===== src/rtl/snake_body_engine.sv =====
// Snake body engine: ring buffer of body cells, occupancy bitmap and a move/collision FSM.
// Define WRAP_EN to make the board edges wrap instead of acting as walls.
module snake_body_engine #(
    parameter int GRID_W   = 15,
    parameter int GRID_H   = 15,
    parameter int MAX_LEN  = 225,
    parameter int INIT_LEN = 3
) (
    input  logic       Clk,
    input  logic       Reset_n,
    input  logic       q_I,
    input  logic       q_Run,
    input  logic       Tick,
    input  logic [1:0] Dir_In,
    input  logic [3:0] Food_X,
    input  logic [3:0] Food_Y,
    input  logic [3:0] Query_X,
    input  logic [3:0] Query_Y,
    output logic       Collision,
    output logic [7:0] Length,
    output logic       Food_Eaten,
    output logic [3:0] Head_X,
    output logic [3:0] Head_Y,
    output logic       Cell_Snake
);

    typedef enum logic [2:0] {S_INIT, S_WAIT, S_STEP, S_COMMIT, S_HALT} state_t;

    localparam logic [1:0] DIR_UP    = 2'd0;
    localparam logic [1:0] DIR_RIGHT = 2'd1;
    localparam logic [1:0] DIR_DOWN  = 2'd2;
    localparam logic [1:0] DIR_LEFT  = 2'd3;
    localparam int         HEAD_IDX  = (GRID_H / 2) * GRID_W + GRID_W / 2;
    localparam logic [7:0] LAST_PTR  = 8'(MAX_LEN - 1);

`ifdef WRAP_EN
    localparam bit WALLS_SOLID = 1'b0;
`else
    localparam bit WALLS_SOLID = 1'b1;
`endif

    state_t             state;
    logic [1:0]         cur_dir;
    logic [7:0]         head_ptr;
    logic [7:0]         tail_ptr;
    logic [MAX_LEN-1:0] bitmap;
    logic [7:0]         body [MAX_LEN];

    logic [3:0] next_x, next_y;
    logic [7:0] next_idx, tail_idx;
    logic       wall_hit, grow, occupied, self_hit;

    logic [3:0] step_x, step_y;
    logic [7:0] step_idx;
    logic       step_wall, step_grow, step_self;

    logic       query_ok;
    logic [7:0] query_idx;

    function automatic logic [7:0] ptr_inc(input logic [7:0] p);
        return (p == LAST_PTR) ? 8'd0 : p + 8'd1;
    endfunction

    always_comb begin
        next_x   = Head_X;
        next_y   = Head_Y;
        wall_hit = 1'b0;
        case (cur_dir)
            DIR_UP: begin
                wall_hit = WALLS_SOLID && (Head_Y == 4'd0);
                next_y   = (Head_Y == 4'd0) ? 4'(GRID_H - 1) : Head_Y - 4'd1;
            end
            DIR_RIGHT: begin
                wall_hit = WALLS_SOLID && (Head_X == 4'(GRID_W - 1));
                next_x   = (Head_X == 4'(GRID_W - 1)) ? 4'd0 : Head_X + 4'd1;
            end
            DIR_DOWN: begin
                wall_hit = WALLS_SOLID && (Head_Y == 4'(GRID_H - 1));
                next_y   = (Head_Y == 4'(GRID_H - 1)) ? 4'd0 : Head_Y + 4'd1;
            end
            DIR_LEFT: begin
                wall_hit = WALLS_SOLID && (Head_X == 4'd0);
                next_x   = (Head_X == 4'd0) ? 4'(GRID_W - 1) : Head_X - 4'd1;
            end
        endcase
        next_idx = 8'(int'(next_y) * GRID_W + int'(next_x));
        tail_idx = body[tail_ptr];
        grow     = (next_x == Food_X) && (next_y == Food_Y);
        occupied = (next_idx < 8'(MAX_LEN)) ? bitmap[next_idx] : 1'b0;
        // The tail cell is vacated during a non-growing move, so stepping onto it is legal.
        self_hit = occupied && !(!grow && (next_idx == tail_idx));
    end

    always_comb begin
        query_ok   = (Query_X < 4'(GRID_W)) && (Query_Y < 4'(GRID_H));
        query_idx  = 8'(int'(Query_Y) * GRID_W + int'(Query_X));
        Cell_Snake = query_ok ? bitmap[query_idx] : 1'b0;
    end

    always_ff @(posedge Clk or negedge Reset_n) begin
        if (!Reset_n) begin
            state      <= S_INIT;
            cur_dir    <= DIR_RIGHT;
            Collision  <= 1'b0;
            Food_Eaten <= 1'b0;
            Length     <= 8'd0;
            Head_X     <= 4'd0;
            Head_Y     <= 4'd0;
            bitmap     <= '0;
            head_ptr   <= 8'd0;
            tail_ptr   <= 8'd0;
            step_x     <= 4'd0;
            step_y     <= 4'd0;
            step_idx   <= 8'd0;
            step_wall  <= 1'b0;
            step_grow  <= 1'b0;
            step_self  <= 1'b0;
        end else begin
            Food_Eaten <= 1'b0;
            if (q_I || state == S_INIT) begin
                bitmap <= '0;
                for (int i = 0; i < INIT_LEN; i++)
                    bitmap[8'(HEAD_IDX - INIT_LEN + 1 + i)] <= 1'b1;
                Collision <= 1'b0;
                cur_dir   <= DIR_RIGHT;
                Length    <= 8'(INIT_LEN);
                head_ptr  <= 8'(INIT_LEN - 1);
                tail_ptr  <= 8'd0;
                Head_X    <= 4'(GRID_W / 2);
                Head_Y    <= 4'(GRID_H / 2);
                state     <= S_WAIT;
            end else begin
                case (state)
                    S_WAIT: begin
                        if (Tick && q_Run) begin
                            if (Dir_In != (cur_dir ^ 2'd2))
                                cur_dir <= Dir_In;
                            state <= S_STEP;
                        end
                    end
                    S_STEP: begin
                        step_x    <= next_x;
                        step_y    <= next_y;
                        step_idx  <= next_idx;
                        step_wall <= wall_hit;
                        step_grow <= grow;
                        step_self <= self_hit;
                        state     <= S_COMMIT;
                    end
                    S_COMMIT: begin
                        if (step_wall || step_self) begin
                            Collision <= 1'b1;
                            state     <= S_HALT;
                        end else begin
                            // Tail clear comes first so a head moving onto the old tail cell stays set.
                            if (step_grow) begin
                                if (Length < 8'(MAX_LEN))
                                    Length <= Length + 8'd1;
                                Food_Eaten <= 1'b1;
                            end else begin
                                bitmap[body[tail_ptr]] <= 1'b0;
                                tail_ptr               <= ptr_inc(tail_ptr);
                            end
                            bitmap[step_idx] <= 1'b1;
                            head_ptr         <= ptr_inc(head_ptr);
                            Head_X           <= step_x;
                            Head_Y           <= step_y;
                            state            <= S_WAIT;
                        end
                    end
                    S_HALT: state <= S_HALT;
                    default: state <= S_INIT;
                endcase
            end
        end
    end

    always_ff @(posedge Clk) begin
        if (q_I || state == S_INIT) begin
            for (int i = 0; i < INIT_LEN; i++)
                body[8'(i)] <= 8'(HEAD_IDX - INIT_LEN + 1 + i);
        end else if (state == S_COMMIT && !step_wall && !step_self) begin
            body[ptr_inc(head_ptr)] <= step_idx;
        end
    end

endmodule

===== config.mk =====
export PLATFORM = sky130hd
export DESIGN_NAME = snake_body_engine
export DESIGN_NICKNAME = d
export VERILOG_FILES = /design/src/rtl/snake_body_engine.sv
export SDC_FILE = /design/constraint.sdc
export NUM_CORES = 2
export LEC_CHECK = 0
export ABC_AREA = 1
export BUFFER_PORTS_ARGS = -buffer_cell sky130_fd_sc_hd__buf_4
export CAP_MARGIN = 20
export CORE_MARGIN = 2
export CORE_UTILIZATION = 35
export DETAILED_ROUTE_END_ITERATION = 16
export PLACE_DENSITY = 0.46
export SYNTH_ARGS = -nofsm -noshare
export SYNTH_HDL_FRONTEND = slang
export SYNTH_SLANG_ARGS = --single-unit

===== constraint.sdc =====
create_clock -name Clk -period 7.3 [get_ports Clk]
set_input_delay 1.095 -clock Clk [delete_from_list [all_inputs] [get_ports Clk]]
set_output_delay 1.095 -clock Clk [all_outputs]
set_load 0.01 [all_outputs]

# Word-level counts from Yosys, hierarchy flattened
# Memories as Yosys holds them, arrays and structs flattened.
# Index checks and enable logic that the tools add are counted.
[word_totals]
regBits = 283
ram_bits = 1800
input_bits = 23
out_inout_bits = 19
word_cells = 161
memories = 1
[mem_list]
columns = ["memory", "words", "width", "read_ports", "rd_ports_with_merged_regs", "write_ports", "line", "text"]
rows = [
  ["body", 225, 8, 1, 0, 3, "47", "logic [7:0] body [MAX_LEN];"],
]
[op_classes]
add_sub_neg = 9
multipliers = 2
n_lt_le_gt_ge = 10
eq_ne = 18
mux = 67
bitwise = 5
reduce_logical = 33
[ops]
columns = ["op", "count"]
rows = [
  ["two-way mux 225 bit", 7],
  ["bitwise AND 225 bit", 1],
  ["NOT 225 bit", 1],
  ["bitwise OR 225 bit", 1],
  ["two-way mux 8 bit", 16],
  ["two-way mux 4 bit", 10],
  ["less-than comparator 8 x 9 -> 1 bit (second input constant)", 4],
  ["adder 8 x 1 -> 8 bit (second input constant)", 3],
  ["two-way mux 1 bit", 19],
  ["adder 8 x 4 -> 8 bit", 2],
  ["binary-select mux 1 bit (select 8 bit)", 2],
  ["demux 1 bit (select 8 bit)", 2],
  ["equality test 8 bit (second input constant)", 2],
  [">= comparator 8 x 1 -> 1 bit (second input constant)", 2],
  ["less-than comparator 8 bit (second input constant)", 2],
  ["multiplier 4 x 4 -> 8 bit (second input constant)", 2],
  ["case mux 4 bit (2 select lines)", 2],
  ["nonzero test 2 bit", 7],
  ["case mux 3 bit (4 select lines)", 1],
  ["logical AND 1 bit", 9],
  ["two-way mux 3 bit", 3],
  ["adder 4 x 1 -> 4 bit (second input constant)", 2],
  ["equality test 4 bit", 2],
  ["equality test 4 bit (second input constant)", 2],
  ["23 further kinds", 40],
]

# Longest topological paths before layout
# An unclocked memory read counts as a cell.
[logic_depth]
ltp_word = 15
ltp_mapped = 28
ltp_nobuf = 26

# Worst setup path after synthesis
# OpenSTA, ideal clock, no wires.
[synth_timing]
path_kind = "in2out"
from = "input port Query_Y[0]"
to = "output port Cell_Snake"
t_arrival_ps = 4427
t_required_ps = 6205
slack_ps = 1778
stages = 15
n_path_buf = 1
path_cell_list = "fa_1 inv_1 fa_1 fa_1 inv_1 ha_1 xnor2_1 clkbuf_1 o21ai_0 a31oi_1 nor3_1 o211ai_1 o211ai_1 o21ai_0 nor2_1"
[synth_between]
elab_chain_cells = 5
word_cells_on_any_way = 7
classes_between = "1 x add/sub; 1 x mul; 1 x order compare; 3 x mux; 1 x reduce/logical"
[synth_lines]
columns = ["item", "line", "text"]
rows = [
  ["start, declared", "18", "input logic [3:0] Query_Y,"],
  ["multiplier 4 x 4 -> 8 bit", "96", "query_idx = 8'(int'(Query_Y) * GRID_W + int'(Query_X));"],
  ["adder 8 x 4 -> 8 bit", "96", ""],
  ["binary-select mux 1 bit (select 8 bit)", "97", "Cell_Snake = query_ok ? bitmap[query_idx] : 1'b0;"],
  ["two-way mux 1 bit (implied by the code)", "97", ""],
  ["two-way mux 1 bit (*)", "97", ""],
  ["end, declared", "24", "output logic Cell_Snake"],
]
# Every way passes the cells marked *; elsewhere a longest branch is shown, timed or not. The select of a mux whose other input is x is not followed.

# Worst setup path in the final report
# Same ends and word-level chain as after synthesis.

==> flow_metrics.tcl <==
set metrics [dict create \
    critical_path_arrival_ns 5.66 \
    initial_antenna_violation_count 9 \
    via_count 71500 \
    globalRouteTotalUtil_pct 22.5 \
    setup_viol 0 \
    holdBufCountCts 0 \
    hpwlAfterDp_um 187000 \
    layout_common_cells "sky130_fd_sc_hd__nand2_1 (3277), sky130_fd_sc_hd__edfxtp_1 (1824), sky130_fd_sc_hd__nor2_1 (1142)" \
    postLayoutSetupSlackWorst_ns 0.546 \
    post-synth-top-area-cell "sky130_fd_sc_hd__edfxtp_1" \
    hp-class "primary input to async pin" \
    root_buffer "sky130_fd_sc_hd__clkbuf_16" \
    p_per_area_mw_per_mm2 374 \
    detailedRoute.firstPassIterationCount 8 \
    synth.net_count 10200 \
    hold_viol 0 \
    leakagePower_uw 0.0409 \
    status "finished, final reports clean" \
    floorplan.die_area_mm2 0.281 \
    yosysWarnings 0 \
    synth_area_mm2 0.0970 \
    wl_per_cell_um 23.4 \
    setup_tns_final_ns 0 \
    design.final.nets 9982 \
    max_freq_mhz 148 \
    layout.cells.non_filler 13800 \
    endpoint_kind "primary output" \
    grt_max_degree 197 \
    grt_setup_unrepaired "no" \
    ys_dominant_reg_cell "sky130_fd_sc_hd__edfxtp_1" \
    cts.clk_slew.worst_paths_ns 0.06 \
    holdWs_ns 0.237 \
    number_of_global_route_vias_before_repair 68300 \
    worst_path_max_delay_cell "sky130_fd_sc_hd__fa_1" \
    power_uw 40200 \
    drcViolationCount 0 \
    fin_skew_ns 0.112 \
    setup.worst_path.start "Query_Y[0]" \
    grt_pass1_wl_um 474000 \
    post-route-period-util_pct 92.5 \
    maximum_cell_stage_delay_along_the_critical_path_ns 0.54 \
    post_synth_main_area_contributors "sky130_fd_sc_hd__edfxtp_1 (56%), sky130_fd_sc_hd__nand2_1 (13%), sky130_fd_sc_hd__dfrtp_1 (7.3%), sky130_fd_sc_hd__nand3_1 (5.4%), sky130_fd_sc_hd__nor2_1 (4.5%)" \
    finalWeightedCongestion 0.891 \
    post_synth_num_cell_types 46 \
    syn_avg_cell_area_um2 9.62 \
    period_minus_slack_ns 6.75 \
    ir_drop_v 0.000997 \
    tritoncts_num_sinks 2107 \
    reg2reg_capture_point "step_self$_DFFE_PN0P_" \
    clkLatencyLatePin_ns 0.94 \
    cap_violations 0 \
    async_reset_ff_share_pct 13.4 \
    io-pin-count 42 \
    syn_inst 10100 \
    cts.repair.resized 0 \
    synth_enable_flop_cells 1824 \
    pre_cts_ws_ns 0.471 \
    yosysTopAreaCellShare_pct 56.5 \
    initial_core_util_pct 35.1 \
    crit_chain "buf_4 -> fa_1 -> inv_1 -> fa_1 -> fa_1 -> inv_1 -> ha_1 -> xnor2_2 -> nor2_1 -> inv_1 -> nor3_1 -> a31oi_1 -> nand3_1 -> nand2_1 -> nand2_1 -> nand3_1 -> o21ai_0 -> o21ai_0 -> buf_4 -> nor2_1 -> buf_4" \
    leading_cell_type_in_the_layout_fill_and_taps_excluded "sky130_fd_sc_hd__nand2_1" \
    setup.worst_path.class "primary input to primary output" \
    critPathLaunchType "primary input" \
    cts_max_path_buffers 4 \
    timing.reg2reg.worst_path_depth 22 \
    wl_um 322000 \
    critical_path.max_fanout 6 \
    dr.first_iter.drc_count 6928 \
    tightestPinTransition_ns 1.17 \
    route.antenna.remaining_nets 0 \
    timing.critical_path.required_ns 6.20 \
    number_of_pins_with_negative_max_slew_slack_in_the_final_report 0 \
    ys_seq_area_share_pct 63.8 \
    ys_ff_latch 2107 \
    die_width_um 530 \
    dieHeight_um 530 \
    timing.reg2reg.setup_slack_ns 1.62 \
    area_delta_synth_final_pct 11.0 \
    cts_setup_buffers 0 \
    worst_slew_margin_rel_pct 21.9 \
    viasPerCell 5.19 \
    numPlacedInstances 13400 \
    layout_cells_sized_above_1_pct 6.01 \
    ctsHtreeMaxLevel 4 \
    placement_rows 193 \
    cts_tree "yes" \
    placement.io_buffers 41 \
    worst_reg2reg_path_startpoint "Head_Y[0]$_DFFE_PN0P_" \
    core_area_mm2 0.276 \
    globalRouteOverflowTotal 0 \
    clock_buffers_created_by_tritoncts 237 \
]
## cells in the mapped netlist, drive strengths merged, types with 51 or more instances
| master | number |
|---|---|
| a21oi | 301 |
| buf | 365 |
| clkbuf | 268 |
| dfrtp | 282 |
| edfxtp | 1824 |
| ha | 51 |
| inv | 458 |
| nand2 | 3297 |
| nand3 | 1053 |
| nor2 | 1178 |
| o211ai | 112 |
| o21ai | 709 |
## metal layers
metal | global-route usage (%) | vias up | routed length, um
met5 | 0 | - | 27
met4 | 6.93 | 4 | 10300
met3 | 2.77 | 494 | 19300
met2 | 35.7 | 2354 | 147000
met1 | 32.1 | 35100 | 145000
li1 | - | 33500 | -
## how the worst max path moves through the flow
stage	to	slack, ns	depth (start not counted)
3_3_place_gp	Cell_Snake	0.37	21
2_1_floorplan	Cell_Snake	1.78	15
3_5_place_dp	Cell_Snake	0.47	21
4_1_cts	Cell_Snake	0.45	21
5_1_grt	Cell_Snake	0.28	21
6_report	Cell_Snake	0.55	21
## worst max-delay path, delay by kind of cell
family,cells,cell delay [ns]
AOI/OAI and AO/OA,3,0.78
xor gates and xnor gates,1,0.42
adders and majority gates,4,1.90
buffers and inverters,6,0.83
and+or+nand+nor,7,0.63
## cells by family after synthesis
logic type	after synthesis	synth area share, %
AO/OA/AOI/OAI	1213	6.76
flip-flops	2107	63.8
XOR/XNOR	27	0.244
buffers and inverters	1096	5.16
AND/OR/NAND/NOR	5572	23.1
adder cells (fa/ha/maj)	65	0.947
## cell type report
type | instances | area, um2
Fill cell | 27200 | 168000
Sequential cell | 2107 | 61900
Multi-Input combinational cell | 6877 | 30300
Clock buffer | 283 | 6200
Tap cell | 3705 | 4640
Timing Repair Buffer | 208 | 1930
Inverter | 463 | 1760
Clock inverter | 130 | 930
Antenna cell | 3 | 7.51
## where the power goes
| group | switching, uW | internal (uW) | total, uW |
|---|---|---|---|
| Sequential | 539 | 14800 | 15300 |
| Combinational | 10500 | 3070 | 13500 |
| Clock | 4940 | 6390 | 11300 |
| Total | 16000 | 24300 | 40200 |
## through the flow
| step | instance area (um2) | utilization, % |
|---|---|---|
| CTS | 108000 | 39.0 |
| global route | 108000 | 39.0 |
| global placement | 100000 | 36.4 |
| finish | 108000 | 39.0 |
| floorplan | 97000 | - |
| detailed placement | 100000 | 36.4 |
## state kept, by name (all words and copies together), names as in the netlist
name / count
step_self: 1
step_wall: 1
bitmap: 225
step_grow: 1
cur_dir: 2
Length: 8
state: 3
step_x: 4
tail_ptr: 8
body: 1824
Head_X: 4
step_idx: 8
step_y: 4
Food_Eaten: 1
head_ptr: 8
Collision: 1
Head_Y: 4
Power figures use the tool's default switching activity.
